==> src/rtl/seq_pkg.sv <==
// Shared constants for the fetch/execute control sequencer: opcode map,
// ALU operation encodings, FSM state and jump-type encodings.
package seq_pkg;

  localparam logic [3:0] OPC_NOP  = 4'h0;
  localparam logic [3:0] OPC_LDI  = 4'h1;
  localparam logic [3:0] OPC_MOV  = 4'h2;
  localparam logic [3:0] OPC_ADD  = 4'h3;
  localparam logic [3:0] OPC_SUB  = 4'h4;
  localparam logic [3:0] OPC_ADDI = 4'h5;
  localparam logic [3:0] OPC_AND  = 4'h6;
  localparam logic [3:0] OPC_OR   = 4'h7;
  localparam logic [3:0] OPC_XOR  = 4'h8;
  localparam logic [3:0] OPC_JMP  = 4'h9;
  localparam logic [3:0] OPC_JZ   = 4'hA;
  localparam logic [3:0] OPC_JNZ  = 4'hB;
  localparam logic [3:0] OPC_CALL = 4'hC;
  localparam logic [3:0] OPC_RET  = 4'hD;
  localparam logic [3:0] OPC_HLT  = 4'hF;

  localparam logic [3:0] ALU_PASS = 4'h0;
  localparam logic [3:0] ALU_ADD  = 4'h1;
  localparam logic [3:0] ALU_SUB  = 4'h2;
  localparam logic [3:0] ALU_AND  = 4'h3;
  localparam logic [3:0] ALU_OR   = 4'h4;
  localparam logic [3:0] ALU_XOR  = 4'h5;

  typedef enum logic [1:0] {
    ST_FETCH = 2'd0,
    ST_EXEC  = 2'd1,
    ST_HALT  = 2'd2
  } state_t;

  typedef enum logic [2:0] {
    JT_NONE = 3'd0,
    JT_JMP  = 3'd1,
    JT_JZ   = 3'd2,
    JT_JNZ  = 3'd3,
    JT_CALL = 3'd4,
    JT_RET  = 3'd5,
    JT_HALT = 3'd6
  } jump_t;

endpackage

==> src/rtl/seq_decode.sv <==
// Combinational instruction decode: opcode -> datapath controls and jump type.
// SEQ_CALL_STACK_EN turns 0xC/0xD into CALL/RET instead of reserved opcodes.
module seq_decode
  import seq_pkg::*;
#(
  parameter int OP_WIDTH = 4
) (
  input  logic [OP_WIDTH-1:0] opcode,
  output logic                sel,
  output logic [OP_WIDTH-1:0] alu_op,
  output logic                ce_acc,
  output logic                ce_r0,
  output jump_t               jump,
  output logic                illegal
);

  logic [3:0] opc;
  assign opc = 4'(opcode);

  always_comb begin
    sel     = 1'b0;
    alu_op  = OP_WIDTH'(ALU_PASS);
    ce_acc  = 1'b0;
    ce_r0   = 1'b0;
    jump    = JT_NONE;
    illegal = 1'b0;
    case (opc)
      OPC_NOP:  ;
      OPC_LDI:  begin sel = 1'b1; ce_acc = 1'b1; end
      OPC_MOV:  ce_r0 = 1'b1;
      OPC_ADD:  begin alu_op = OP_WIDTH'(ALU_ADD); ce_acc = 1'b1; end
      OPC_SUB:  begin alu_op = OP_WIDTH'(ALU_SUB); ce_acc = 1'b1; end
      OPC_ADDI: begin sel = 1'b1; alu_op = OP_WIDTH'(ALU_ADD); ce_acc = 1'b1; end
      OPC_AND:  begin alu_op = OP_WIDTH'(ALU_AND); ce_acc = 1'b1; end
      OPC_OR:   begin alu_op = OP_WIDTH'(ALU_OR);  ce_acc = 1'b1; end
      OPC_XOR:  begin alu_op = OP_WIDTH'(ALU_XOR); ce_acc = 1'b1; end
      OPC_JMP:  jump = JT_JMP;
      OPC_JZ:   jump = JT_JZ;
      OPC_JNZ:  jump = JT_JNZ;
`ifdef SEQ_CALL_STACK_EN
      OPC_CALL: jump = JT_CALL;
      OPC_RET:  jump = JT_RET;
`else
      OPC_CALL: illegal = 1'b1;
      OPC_RET:  illegal = 1'b1;
`endif
      OPC_HLT:  jump = JT_HALT;
      default:  illegal = 1'b1;
    endcase
  end

endmodule

==> src/rtl/control_sequencer.sv <==
// Fetch/execute controller for the 8-bit accumulator datapath: owns PC and IR.
// Optional return stack for CALL/RET is enabled by defining SEQ_CALL_STACK_EN.
module control_sequencer
  import seq_pkg::*;
#(
  parameter int DATA_WIDTH  = 8,
  parameter int OP_WIDTH    = 4,
  parameter int PC_WIDTH    = 4,
  parameter int INSTR_WIDTH = 12,
  parameter int STACK_DEPTH = 4
) (
  input  logic                   CLK,
  input  logic                   RST,
  input  logic                   RUN,
  output logic [PC_WIDTH-1:0]    PC,
  output logic                   MEM_REQ,
  input  logic                   MEM_ACK,
  input  logic [INSTR_WIDTH-1:0] INSTR,
  output logic [DATA_WIDTH-1:0]  IMM,
  output logic                   SEL,
  output logic [OP_WIDTH-1:0]    ALU_OP,
  output logic                   CE_ACC,
  output logic                   CE_R0,
  input  logic                   ACC_ZERO,
  output logic                   HALTED,
  output logic                   ILLEGAL
);

  state_t                 state;
  logic [PC_WIDTH-1:0]    pc;
  logic [PC_WIDTH-1:0]    pc_inc;
  logic [PC_WIDTH-1:0]    pc_nxt;
  logic [PC_WIDTH-1:0]    imm_pc;
  logic [PC_WIDTH-1:0]    pop_pc;
  logic [INSTR_WIDTH-1:0] ir;
  logic [DATA_WIDTH-1:0]  imm;
  logic                   in_exec;
  logic                   stack_fault;

  logic                   dec_sel;
  logic [OP_WIDTH-1:0]    dec_alu_op;
  logic                   dec_ce_acc;
  logic                   dec_ce_r0;
  jump_t                  dec_jump;
  logic                   dec_illegal;

  assign imm     = ir[DATA_WIDTH-1:0];
  assign imm_pc  = imm[PC_WIDTH-1:0];
  assign pc_inc  = pc + PC_WIDTH'(1);
  assign in_exec = (state == ST_EXEC) && !RST;

  seq_decode #(.OP_WIDTH(OP_WIDTH)) u_decode (
    .opcode  (ir[INSTR_WIDTH-1 -: OP_WIDTH]),
    .sel     (dec_sel),
    .alu_op  (dec_alu_op),
    .ce_acc  (dec_ce_acc),
    .ce_r0   (dec_ce_r0),
    .jump    (dec_jump),
    .illegal (dec_illegal)
  );

`ifdef SEQ_CALL_STACK_EN
  localparam int SP_W  = $clog2(STACK_DEPTH + 1);
  localparam int IDX_W = (STACK_DEPTH > 1) ? $clog2(STACK_DEPTH) : 1;

  logic [PC_WIDTH-1:0] stack [STACK_DEPTH];
  logic [SP_W-1:0]     sp;
  logic                stack_full;
  logic                stack_empty;
  logic                do_push;
  logic                do_pop;

  assign stack_full  = (sp == SP_W'(STACK_DEPTH));
  assign stack_empty = (sp == '0);
  assign stack_fault = in_exec && (((dec_jump == JT_CALL) && stack_full) ||
                                   ((dec_jump == JT_RET) && stack_empty));
  assign do_push     = in_exec && (dec_jump == JT_CALL) && !stack_full;
  assign do_pop      = in_exec && (dec_jump == JT_RET) && !stack_empty;
  assign pop_pc      = stack[IDX_W'(sp - SP_W'(1))];

  always_ff @(posedge CLK) begin
    if (RST) begin
      sp <= '0;
    end else if (do_push) begin
      sp <= sp + SP_W'(1);
    end else if (do_pop) begin
      sp <= sp - SP_W'(1);
    end
  end

  // Entry contents need no reset: sp alone defines which entries are live.
  always_ff @(posedge CLK) begin
    if (do_push) stack[IDX_W'(sp)] <= pc_inc;
  end
`else
  assign stack_fault = 1'b0;
  assign pop_pc      = '0;
`endif

  always_comb begin
    pc_nxt = pc_inc;
    case (dec_jump)
      JT_JMP:  pc_nxt = imm_pc;
      JT_JZ:   if (ACC_ZERO) pc_nxt = imm_pc;
      JT_JNZ:  if (!ACC_ZERO) pc_nxt = imm_pc;
      JT_CALL: if (!stack_fault) pc_nxt = imm_pc;
      JT_RET:  if (!stack_fault) pc_nxt = pop_pc;
      JT_HALT: pc_nxt = pc;
      default: ;
    endcase
  end

  always_ff @(posedge CLK) begin
    if (RST) begin
      state <= ST_FETCH;
      pc    <= '0;
      ir    <= '0;
    end else begin
      case (state)
        ST_FETCH: if (RUN && MEM_ACK) begin
          ir    <= INSTR;
          state <= ST_EXEC;
        end
        ST_EXEC: begin
          pc    <= pc_nxt;
          state <= (dec_jump == JT_HALT) ? ST_HALT : ST_FETCH;
        end
        ST_HALT: ;
        default: state <= ST_FETCH;
      endcase
    end
  end

  // Every output is forced to its reset value while RST is high, so a reset
  // landing on an EXEC cycle cannot leak a load enable into the datapath.
  assign PC      = RST ? '0 : pc;
  assign IMM     = RST ? '0 : imm;
  assign MEM_REQ = (state == ST_FETCH) && RUN && !RST;
  assign SEL     = in_exec && dec_sel;
  assign ALU_OP  = in_exec ? dec_alu_op : OP_WIDTH'(ALU_PASS);
  assign CE_ACC  = in_exec && dec_ce_acc;
  assign CE_R0   = in_exec && dec_ce_r0;
  assign ILLEGAL = in_exec && (dec_illegal || stack_fault);
  assign HALTED  = (state == ST_HALT) && !RST;

endmodule

==> config.mk <==
export PLATFORM = sky130hd
export DESIGN_NAME = control_sequencer
export DESIGN_NICKNAME = d
export VERILOG_FILES = /design/src/rtl/seq_pkg.sv /design/src/rtl/seq_decode.sv /design/src/rtl/control_sequencer.sv
export SDC_FILE = /design/constraint.sdc
export NUM_CORES = 1
export LEC_CHECK = 0
export ABC_CLOCK_PERIOD_IN_PS = 5100
export CAP_MARGIN = 20
export CORE_MARGIN = 2
export CORE_UTILIZATION = 49
export DETAILED_ROUTE_END_ITERATION = 10
export GPL_TIMING_DRIVEN = 1
export HOLD_SLACK_MARGIN = 0.05
export PLACE_DENSITY = 0.85
export SKIP_CTS_REPAIR_TIMING = 1
export SYNTH_ARGS = -nofsm -noshare
export SYNTH_HDL_FRONTEND = slang
export SYNTH_HIERARCHICAL = 1
export SYNTH_SLANG_ARGS = --single-unit
==> constraint.sdc <==
create_clock -name CLK -period 5.1 [get_ports CLK]
set_clock_uncertainty 0.2 [all_clocks]
set_input_delay 0.51 -clock CLK [delete_from_list [all_inputs] [get_ports CLK]]
set_output_delay 0.51 -clock CLK [all_outputs]
set_load 0.01 [all_outputs]
* Yosys cells after proc, flatten, opt, wreduce, memory -nomap -nowiden
Cells that the tools add are included.
Storage, ports and cells: bits in writable memories 0, memories kept 0, latch bits 0, word-level logic and storage cells 62, bits in registers 18, memory bits (read-only) 0, bits of input ports 17
Cells by class: divide/modulo/power cells 0, multiplexer cells 15, add/subtract/negate cells 1, multipliers 0, $lt $le $gt $ge 0, reductions and logical operators 20, equal/unequal tests 21, bitwise logic cells 2, shift operators 0
Operators with widths (number):
- $eq A4 B4 Y1 const B | 5
- $pmux W4 S5 | 1
- $eq A4 B3 Y1 const B | 4
- $mux W4 | 4
- $pmux W3 S5 | 1
- $reduce_or A13 Y1 | 1
- $pmux W3 S4 | 1
- $eq A3 B3 Y1 const B | 3
- $logic_and A1 B1 Y1 | 9
- $eq A4 B2 Y1 const B | 2
- $mux W8 | 1
- $reduce_or A7 Y1 | 1
- $eq A3 B2 Y1 const B | 2
- $pmux W2 S3 | 1
- $reduce_and A2 Y1 | 3
- $reduce_or A2 Y1 | 3
- $add A4 B1 Y4 const B | 1
- $eq A4 B1 Y1 const B | 1
- $logic_not A4 Y1 | 1
- $mux W1 | 4
- $mux W2 | 2
- $eq A3 B1 Y1 const B | 1
- $eq A2 B1 Y1 const B | 1
- $eq A2 B2 Y1 const B | 1
- other kinds (4) | 5

* Depth between registers and ports, before layout
depth in word-level cells 5, mapped depth 8

* Modules after synthesis
The synthesis kept the hierarchy.
Modules (own cells, without submodules):
- control_sequencer | area an instance 1023.5 µm², cells each 128, instances 1, seq. area each 360.3 µm²
- seq_decode | area an instance 151.4 µm², cells each 25, instances 1, seq. area each 0.0 µm²

* Worst setup path after synthesis
OpenSTA, ideal clock, no wires.
kind reg2out, start register ir[10], end output ALU_OP[0], arrival 1.223 ns, path slack 3.167 ns, buffers on the path 1, stages on the path, launching flop included 5, cells stage by stage dfxtp_1 -> buf_2 -> or4bb_1 -> o311ai_1 -> and2_1
On the way: longest elaborated chain between the ends 4, elaborated cells on any way between the ends 9
Ends and longest elaborated chain:
- start, declared | RTL line control_sequencer.sv:35 | logic [INSTR_WIDTH-1:0] ir;
- start signal, assigned | RTL line control_sequencer.sv:117 | ir <= '0;
- start signal, assigned | RTL line control_sequencer.sv:121 | ir <= INSTR;
- $eq A4 B2 Y1 / $eq A4 B3 Y1 (equally long branches) | RTL line seq_decode.sv:27 | case (opc)
- $reduce_or A2 Y1 (no line)
- $pmux W3 S5 (*) | RTL line seq_decode.sv:27
- named net dec_alu_op[0] | RTL line control_sequencer.sv:41 | logic [OP_WIDTH-1:0] dec_alu_op;
- $mux W4 (*) | RTL line control_sequencer.sv:140 | assign ALU_OP = in_exec ? dec_alu_op : OP_WIDTH'(ALU_PASS);
- end, declared | RTL line control_sequencer.sv:21 | output logic [OP_WIDTH-1:0] ALU_OP,
The timed path passes the listed nets; every way through them passes the cells marked *.

* Worst setup path after layout
start input RST, end output SEL
On the way: longest elaborated chain between the ends 3
Ends and longest elaborated chain:
- start, declared | RTL line control_sequencer.sv:13 | input logic RST,
- $logic_not A1 Y1 | RTL line control_sequencer.sv:50 | assign in_exec = (state == ST_EXEC) && !RST;
- $logic_and A1 B1 Y1 | RTL line control_sequencer.sv:50
- $logic_and A1 B1 Y1 | RTL line control_sequencer.sv:139 | assign SEL = in_exec && dec_sel;
- end, declared | RTL line control_sequencer.sv:20 | output logic SEL,
No other way between the ends.

==> impl_metrics.toml <==
[flow_run]
cap_violations = 0

[clock_tree]
cts_buffers = 3
path_clk_slew_ns = 0.10
clkLatencyLatePin_ns = 0.29
clock_sinks = 18
cts_buffer_depth = 2
cts-root-buf = "clkbuf_4"
cts_tree = "built"
h-tree-depth = 1

[critical_path]
crit_start = "RST"
worst-r2r-cell-count = 6
r2r_setup_slack_ns = 2.66
reg2reg_to = "pc[0]"
startpoint_type = "input pin"
crit_arrival_ns = 2.69
crit_fanout = 32
critPathKind = "in -> out"
crit_path_end_kind = "output pin"
reg2reg_from = "ir[10]"
worst-endpoint-required_ns = 4.39

[finish]
area_growth_pct = 30.5
fill_cells = 190
final_core_util_pct = 68.6
final_cell_mix = "clkdlybuf4s50_1, nand2_1, dfxtp_1, a21oi_1, nor2b_1"
final_nets = 202
drive_gt1_share_pct = 5.49
layout_commonest_cell = "clkdlybuf4s50_1"
diodes = 0

[global_routing]
grt_start_max_net_pins = 33
track_usage_pct = 20.8
overflow = 0
grt_pass1_wl_mm = 4.33
grt_pass1_vias = 1007
antenna_found_initial = 0

[timing]
slew_headroom_pct = 30.4
worst-slew-pin-transition_ns = 1.04
worst_hold_slack_ns = 0.258
hold_viol = 0
fmax_mhz = 294
finalSetupViolCount = 0
worst_slack_ns = 1.70
tns_ns = 0
finalMaxSlewViolations = 0
period_needed_ns = 3.40
rsz0062_at_grt = "no"
finalCritPeriodShare_pct = 66.7

[power]
vdd_drop_max_v = 0.000197
power.total_mw = 0.272
powerDensity_mw_per_mm2 = 177
p_leak_nw = 0.542

[min_path]
min_to = "ir[5]"
hold_path_class = "reg -> reg"
min-delay-start = "ir[5]"
holdPathStages = 2

[placement]
port_buffers = 37
dp_hpwl_mm = 1.95
routabilityCongestion = 0.885
place_ws_ns = 1.67

[routing]
ant_nets = 0
post_drt_wl_per_cell_um = 12.7
firstDrtPassIters = 4
vias = 1153
drc = 0
routed_wl_mm = 2.66
dr.first_iter.drc_count = 15
via_per_inst = 5.49

[die]
ios = 39
start_util_pct = 52.6
die_y_um = 53.0
die_area_mm2 = 0.00281
num_rows = 17
die_w_um = 53.0
core_area_mm2 = 0.00223

[synthesis]
synth_ff_type = "dfxtp_1"
ys_ff_latch = 18
netlist_instances = 153
synth-edff-count = 0
ys_seq_area_share_pct = 30.7
synthArstFlopShare_pct = 0
yosysWarningCount = 6
synth_nets = 171
synth_area_mm2 = 0.00117
avgSynthCellArea_um2 = 7.68
synth.distinct_cells = 45

[run_status]
status = "completed"
-- power by group --
part	internal [mW]	total, mW	switching, mW
sequential	0.146	0.153	0.00683
combinational	0.0270	0.0483	0.0213
clock	0.0276	0.0705	0.0430
-- worst max-delay path by stage --
| stage | cells after the start | slack (ns) | to |
|---|---|---|---|
| after detailed placement | 4 | 1.67 | SEL |
| after global placement | 4 | 1.75 | SEL |
| final | 4 | 1.70 | SEL |
| after global routing | 4 | 1.55 | ILLEGAL |
| after CTS | 4 | 1.66 | SEL |
| after floorplan | 4 | 3.17 | ALU_OP[0] |
-- worst max-delay path: stages --
cell             delay (ns)
clkdlybuf4s50_1        0.94
and2b_1                0.55
and2_1                 0.17
clkdlybuf4s50_1        0.53
-- flip-flops by register name, summed over array words and instances, names as in the netlist --
| register | cells |
|---|---|
| ir | 12 |
| pc | 4 |
| state | 2 |
-- final cells by class --
type	instances	area (µm²)	share of cell area [%]
multi-input combinational	120	729	47.6
clock buffer	3	22.5	1.47
tap	28	35.0	2.29
sequential	18	360	23.5
timing repair buffer	37	370	24.2
inverter	4	15.0	0.980
-- cell usage after synthesis (2+ instances only) --
master	instances	share of area, %
and2b_1	2	1.3
nand2_1	30	9.6
o21ai_0	3	1.3
and3_1	2	1.1
nor2b_1	11	5.9
inv_1	3	0.96
nand3_1	5	2.1
nand2b_1	2	1.1
nor2_1	9	2.9
nor3b_1	2	1.3
and2_1	9	4.8
buf_6	3	2.9
clkbuf_1	4	1.3
a311oi_1	2	1.5
a211o_1	2	1.5
a21oi_1	14	6.0
dfxtp_1	18	31
buf_2	2	0.85
o21ai_1	2	0.85
xnor2_1	2	1.5
nor4b_1	2	1.5
-- cell families after synthesis --
logic type / after synthesis / synth area share, %
other: 1 / 0.319
xor gates and xnor gates: 3 / 2.24
adders and majority gates: 1 / 1.06
and+or+nand+nor: 84 / 40.7
DFF: 18 / 30.7
AOI/OAI and AO/OA: 31 / 17.8
buffers and inverters: 15 / 7.24
-- metrics by stage --
step	cell area, µm²	std cells
finish	1530	210
global route	1530	210
CTS	1530	210
detailed placement	1510	207
global placement	1510	207
floorplan	1170	153
-- per-layer routing --
layer  share of wire [%]  vias to the layer above  GRT usage [%]
met3                 4.5                        5           1.98
met2                  47                       36           36.7
met1                  46                      531           25.0
met5                   0                        -              0
met4                 1.9                        0           10.3
li1                    -                      581              -
(Power assumes the default switching activity.)
